### src/rtl/adjust_pulser.sv
// Pushbutton front end for the mod-60 adjust path: synchronise, debounce and auto-repeat
// up/down buttons into one-cycle add/minus strobes. Define ADJUST_ACCEL_EN for faster repeats after ACCEL_AFTER pulses.
module adjust_pulser #(
  parameter int unsigned DB_CYCLES     = 500000,
  parameter int unsigned REPEAT_DELAY  = 25000000,
  parameter int unsigned REPEAT_PERIOD = 5000000,
  parameter int unsigned ACCEL_AFTER   = 8
) (
  input  logic clk,
  input  logic reset,
  input  logic enable,
  input  logic btn_up,
  input  logic btn_down,
  output logic add,
  output logic minus,
  output logic busy
);

  localparam int unsigned M1   = (DB_CYCLES > REPEAT_DELAY) ? DB_CYCLES : REPEAT_DELAY;
  localparam int unsigned M2   = (M1 > REPEAT_PERIOD) ? M1 : REPEAT_PERIOD;
  localparam int unsigned MAXP = (M2 > ACCEL_AFTER) ? M2 : ACCEL_AFTER;
  localparam int unsigned CW   = $clog2(MAXP + 1);

  typedef enum logic [1:0] {IDLE, DEBOUNCE, HOLD, REPEAT} state_t;
  typedef enum logic [1:0] {C_NONE = 2'd0, C_UP = 2'd1, C_DN = 2'd2} code_t;

  state_t          state, state_n;
  code_t           dir, dir_n, code;
  logic [CW-1:0]   cnt, cnt_n, period_last;
  logic            up_m, up_s, dn_m, dn_s;
  logic            pulse, add_n, minus_n;

  // Two-flop synchronisers; they keep running regardless of enable
  always_ff @(posedge clk or posedge reset) begin
    if (reset) begin
      up_m <= 1'b0;
      up_s <= 1'b0;
      dn_m <= 1'b0;
      dn_s <= 1'b0;
    end else begin
      up_m <= btn_up;
      up_s <= up_m;
      dn_m <= btn_down;
      dn_s <= dn_m;
    end
  end

  always_comb begin
    code = C_NONE;
    if (up_s && !dn_s)      code = C_UP;
    else if (dn_s && !up_s) code = C_DN;
  end

`ifdef ADJUST_ACCEL_EN
  localparam int unsigned RW   = $clog2(ACCEL_AFTER + 1);
  localparam int unsigned FAST = (REPEAT_PERIOD / 2 < 1) ? 1 : REPEAT_PERIOD / 2;

  logic [RW-1:0] rep, rep_n;

  always_ff @(posedge clk or posedge reset) begin
    if (reset) rep <= '0;
    else       rep <= rep_n;
  end

  // Repeat-pulse count saturates; cleared whenever the machine is not staying in REPEAT
  always_comb begin
    rep_n = rep;
    if (state_n != REPEAT)
      rep_n = '0;
    else if (pulse && state == REPEAT && rep != RW'(ACCEL_AFTER))
      rep_n = rep + RW'(1);
  end

  assign period_last = (rep == RW'(ACCEL_AFTER)) ? CW'(FAST - 1) : CW'(REPEAT_PERIOD - 1);
`else
  assign period_last = CW'(REPEAT_PERIOD - 1);
`endif

  always_ff @(posedge clk or posedge reset) begin
    if (reset) begin
      state <= IDLE;
      cnt   <= '0;
      dir   <= C_NONE;
      add   <= 1'b0;
      minus <= 1'b0;
      busy  <= 1'b0;
    end else begin
      state <= state_n;
      cnt   <= cnt_n;
      dir   <= dir_n;
      add   <= add_n;
      minus <= minus_n;
      busy  <= (state_n != IDLE);
    end
  end

  // Any departure from the latched direction drops back to IDLE without a pulse
  always_comb begin
    state_n = state;
    cnt_n   = cnt;
    dir_n   = dir;
    pulse   = 1'b0;
    if (!enable) begin
      state_n = IDLE;
      cnt_n   = '0;
    end else begin
      case (state)
        IDLE: begin
          if (code != C_NONE) begin
            dir_n   = code;
            state_n = DEBOUNCE;
            cnt_n   = '0;
          end
        end
        DEBOUNCE: begin
          if (code != dir) begin
            state_n = IDLE;
            cnt_n   = '0;
          end else if (cnt == CW'(DB_CYCLES - 1)) begin
            pulse   = 1'b1;
            state_n = HOLD;
            cnt_n   = '0;
          end else begin
            cnt_n = cnt + CW'(1);
          end
        end
        HOLD: begin
          if (code != dir) begin
            state_n = IDLE;
            cnt_n   = '0;
          end else if (cnt == CW'(REPEAT_DELAY - 1)) begin
            pulse   = 1'b1;
            state_n = REPEAT;
            cnt_n   = '0;
          end else begin
            cnt_n = cnt + CW'(1);
          end
        end
        REPEAT: begin
          if (code != dir) begin
            state_n = IDLE;
            cnt_n   = '0;
          end else if (cnt == period_last) begin
            pulse = 1'b1;
            cnt_n = '0;
          end else begin
            cnt_n = cnt + CW'(1);
          end
        end
        default: begin
          state_n = IDLE;
          cnt_n   = '0;
        end
      endcase
    end
    add_n   = pulse && (dir == C_UP);
    minus_n = pulse && (dir == C_DN);
  end

endmodule
### config.mk
export PLATFORM = sky130hd
export DESIGN_NAME = adjust_pulser
export DESIGN_NICKNAME = d
export VERILOG_FILES = /design/src/rtl/adjust_pulser.sv
export SDC_FILE = /design/constraint.sdc
export NUM_CORES = 1
export LEC_CHECK = 0
export ABC_AREA = 1
export ABC_CLOCK_PERIOD_IN_PS = 4300
export CORE_MARGIN = 2
export CORE_UTILIZATION = 60
export CTS_CLUSTER_SIZE = 40
export DETAILED_ROUTE_END_ITERATION = 10
export PLACE_DENSITY = 0.78
export REMOVE_ABC_BUFFERS = 1
export SYNTH_ARGS = -nofsm -noshare
export SYNTH_HDL_FRONTEND = slang
export SYNTH_SLANG_ARGS = --single-unit
### constraint.sdc
create_clock -name clk -period 4.3 [get_ports clk]
set_input_delay 0.645 -clock clk [delete_from_list [all_inputs] [get_ports clk]]
set_output_delay 0.645 -clock clk [all_outputs]
set_load 0.01 [all_outputs]
==> results.yml <==
power_and_ir_drop:
  power_switching_mw: 0.180
  ir_drop_mv: 0.239
  p_sw_share_pct: 25.2
  p_per_area_nw_per_um2: 262
  pwr-share-clk_pct: 42.2
  seqPwrFrac_pct: 49.2
  p_int_mw: 0.536
  p_leak_nw: 1.36
  power.total_mw: 0.716
  power_frac_comb_pct: 8.6
global_route:
  grt_pass1_wl_um: 9320
  grt_pass1_vias: 2108
  antenna_found_initial: 0
  grt_overflow_total: 0
  grt_max_degree: 28
  track_usage_pct: 26.6
clock_network:
  clockBufferDepth: 2
  clk_pin_slew_ps: 80
  postCtsSetupBuffers: 0
  htreeDepth: 2
  cts_tree: "yes"
  cts_root_buffer: "clkbuf_8"
  clk_latency_ps: 290
  ctsResizeCount: 0
  postCtsHoldBufs: 0
  cts_made_buffers: 5
  cts.sinks: 36
sta:
  fmax_mhz: 518
  fin_setup_tns_ps: 0
  worst_pin_slew_ps: 745
  rsz0062_at_grt: "no"
  post-route-period-util_pct: 44.9
  fin_crit_ps: 1930
  maxSlewHeadroom_pct: 50.3
  setup_viol: 0
  drv_slew: 0
  hold_viol: 0
  skew_ps: 5.88
logic_synthesis:
  ys_ff_latch: 36
  yosysTopAreaCell: "dfrtp_1"
  netlist_instances: 372
  yosysWarnings: 0
  ys_seq_area_share_pct: 35.6
  syn-mean-instance-area_um2: 6.79
  post_synth_num_cell_types: 25
  synth_area_leaders: "dfrtp_1 36%, nand2_1 19%, nor2_1 8.3%, nand3_2 7.1%, inv_1 6.5%"
  yosysTopAreaCellShare_pct: 35.6
  netlist_area_um2: 2530
detailed_routing:
  drt_iter0_drc: 210
  ant_nets: 0
  drc: 0
  num_vias: 2268
  wl_um: 5560
  vias_per_cell: 5.26
  first_pass_iters: 5
  drt-wirelength-per-cell_um: 12.9
worst_setup_path:
  path_cells: "ha_1 -> nand4_1 -> nor2_2 -> nand3_2 -> nand2_2 -> nand3_4 -> nand3_1 -> nand2_1"
  path_max_fanout: 24
  slowest_delay_ps: 400
  crit_path_start_kind: "register"
  worstSetupPathType: "register to register"
  arrival_ps: 2120
  crit_required_ps: 4490
  r2r_setup_slack_ps: 2370
  slowest_stage: "dfrtp_1"
  end_kind: "register"
layout:
  nets: 388
  area_growth_pct: 8.07
  fill_cells: 370
  fin_util_pct: 67.8
  diodes: 0
  multiInputGateArea_um2: 1400
  seq_area_um2: 901
  layout-drive-gt1-share_pct: 12.3
floorplan:
  ioPinCount: 8
  core_um2: 4030
  dieArea_um2: 4750
  dieHeight_um: 68.9
  num_rows: 23
  die_w_um: 68.9
  start_util_pct: 62.7
placed_design:
  dp_hpwl_um: 4030
  gp_congestion: 0.889
  port_buffers: 7
status:
  outcome: "completed"
min_path:
  hp-class: "register to register"
run:
  drv_cap: 0
[cell usage after synthesis]
cell and count:
buf_2 2, xor2_1 10, nand4_1 4, ha_1 3, nand2_1 128, nand2_2 7
dfrtp_1 36, o21ai_0 4, nor2_2 6, buf_4 2, o22ai_1 1, buf_6 2
inv_2 2, nand3_2 18, nand3_4 1, xnor2_1 3, clkinv_1 1, inv_1 44
nor3_1 2, nand3_1 32, nor2_4 3, a21oi_1 2, nor2_1 56, clkbuf_1 2
o2111ai_1 1
[flip-flops by register name (all words and copies together) (netlist names)]
register and count:
minus 1, add 1, cnt 25, up_s 1, busy 1, dn_s 1
up_m 1, dn_m 1, state 2, dir 2
[routing by layer]
| layer | part of all wire, % | vias up | wire length [um] | global-route usage (%) |
|---|---|---|---|---|
| met2 | 48 | 54 | 2650 | 45.1 |
| li1 | - | 1161 | - | - |
| met3 | 5.3 | 8 | 294 | 5.52 |
| met1 | 46 | 1045 | 2550 | 34.8 |
| met5 | 0 | - | 0 | 0 |
| met4 | 1.1 | 0 | 61 | 6.13 |
[worst max-delay path, delay by kind of cell (launching register included)]
kind,cells,cell delay [ps]
AND/OR/NAND/NOR,7,1140
flip-flops,1,400
adder cells (fa/ha/maj),1,240
[path summary, 6_finish.rpt]
check                       start       end  cells after the start
min reg2reg                  dn_m      dn_s                      0
min                          dn_m      dn_s                      0
max reg2reg                cnt[0]    cnt[0]                      8
min in group asynchronous   reset    cnt[0]                      2
max in group asynchronous   reset  state[0]                      3
max                        cnt[0]    cnt[0]                      8
[final cells by class]
cell class	instances	share of cell area, %
sequential	36	33.0
timing repair buffer	9	3.11
clock buffer	5	2.52
inverter	47	6.46
tap	50	2.29
clock inverter	3	1.56
multi-input combinational	281	51.1
[power groups by stage]
| stage | Clock, mW | Sequential (mW) | Combinational, mW |
|---|---|---|---|
| 2_1_floorplan | 0 | 0.358 | 0.0425 |
| 3_3_place_gp | 0 | 0.358 | 0.0613 |
| 3_5_place_dp | 0 | 0.359 | 0.0627 |
| 4_1_cts | 0.306 | 0.352 | 0.0628 |
| 5_1_grt | 0.318 | 0.353 | 0.0698 |
| 6_report | 0.302 | 0.352 | 0.0618 |
[logic make-up after synthesis]
group,Yosys count,synth area share [%]
fa+ha+maj,3,1.49
compound gates,8,1.78
flops,36,35.6
xor+xnor,13,4.50
buf+inv,55,9.16
simple gates,257,47.4
[stage by stage]
step	cells	hold WS [ps]	instance area (um^2)	worst slack [ps]
after floorplan	364	331	2470	2430
after global placement	423	332	2620	2220
after detailed placement	423	340	2620	2190
after CTS	431	357	2730	2340
after global routing	431	370	2730	2160
final	431	355	2730	2370
[placed cells by master (no fill, tap or decap), types with 4 or more instances in the layout]
master           synthesis  final
nand3_2                 18     18
nand4_1                  4      4
dfrtp_1                 36     36
nand2_1                128    128
clkdlybuf4s50_1          0      7
nor2_1                  56     56
inv_1                   44     44
clkbuf_8                 0      5
nand2_2                  7      7
nor2_2                   6      6
o21ai_0                  4      4
nand3_1                 32     32
xor2_1                  10     10
No activity file was read; power rests on OpenSTA's default activity.
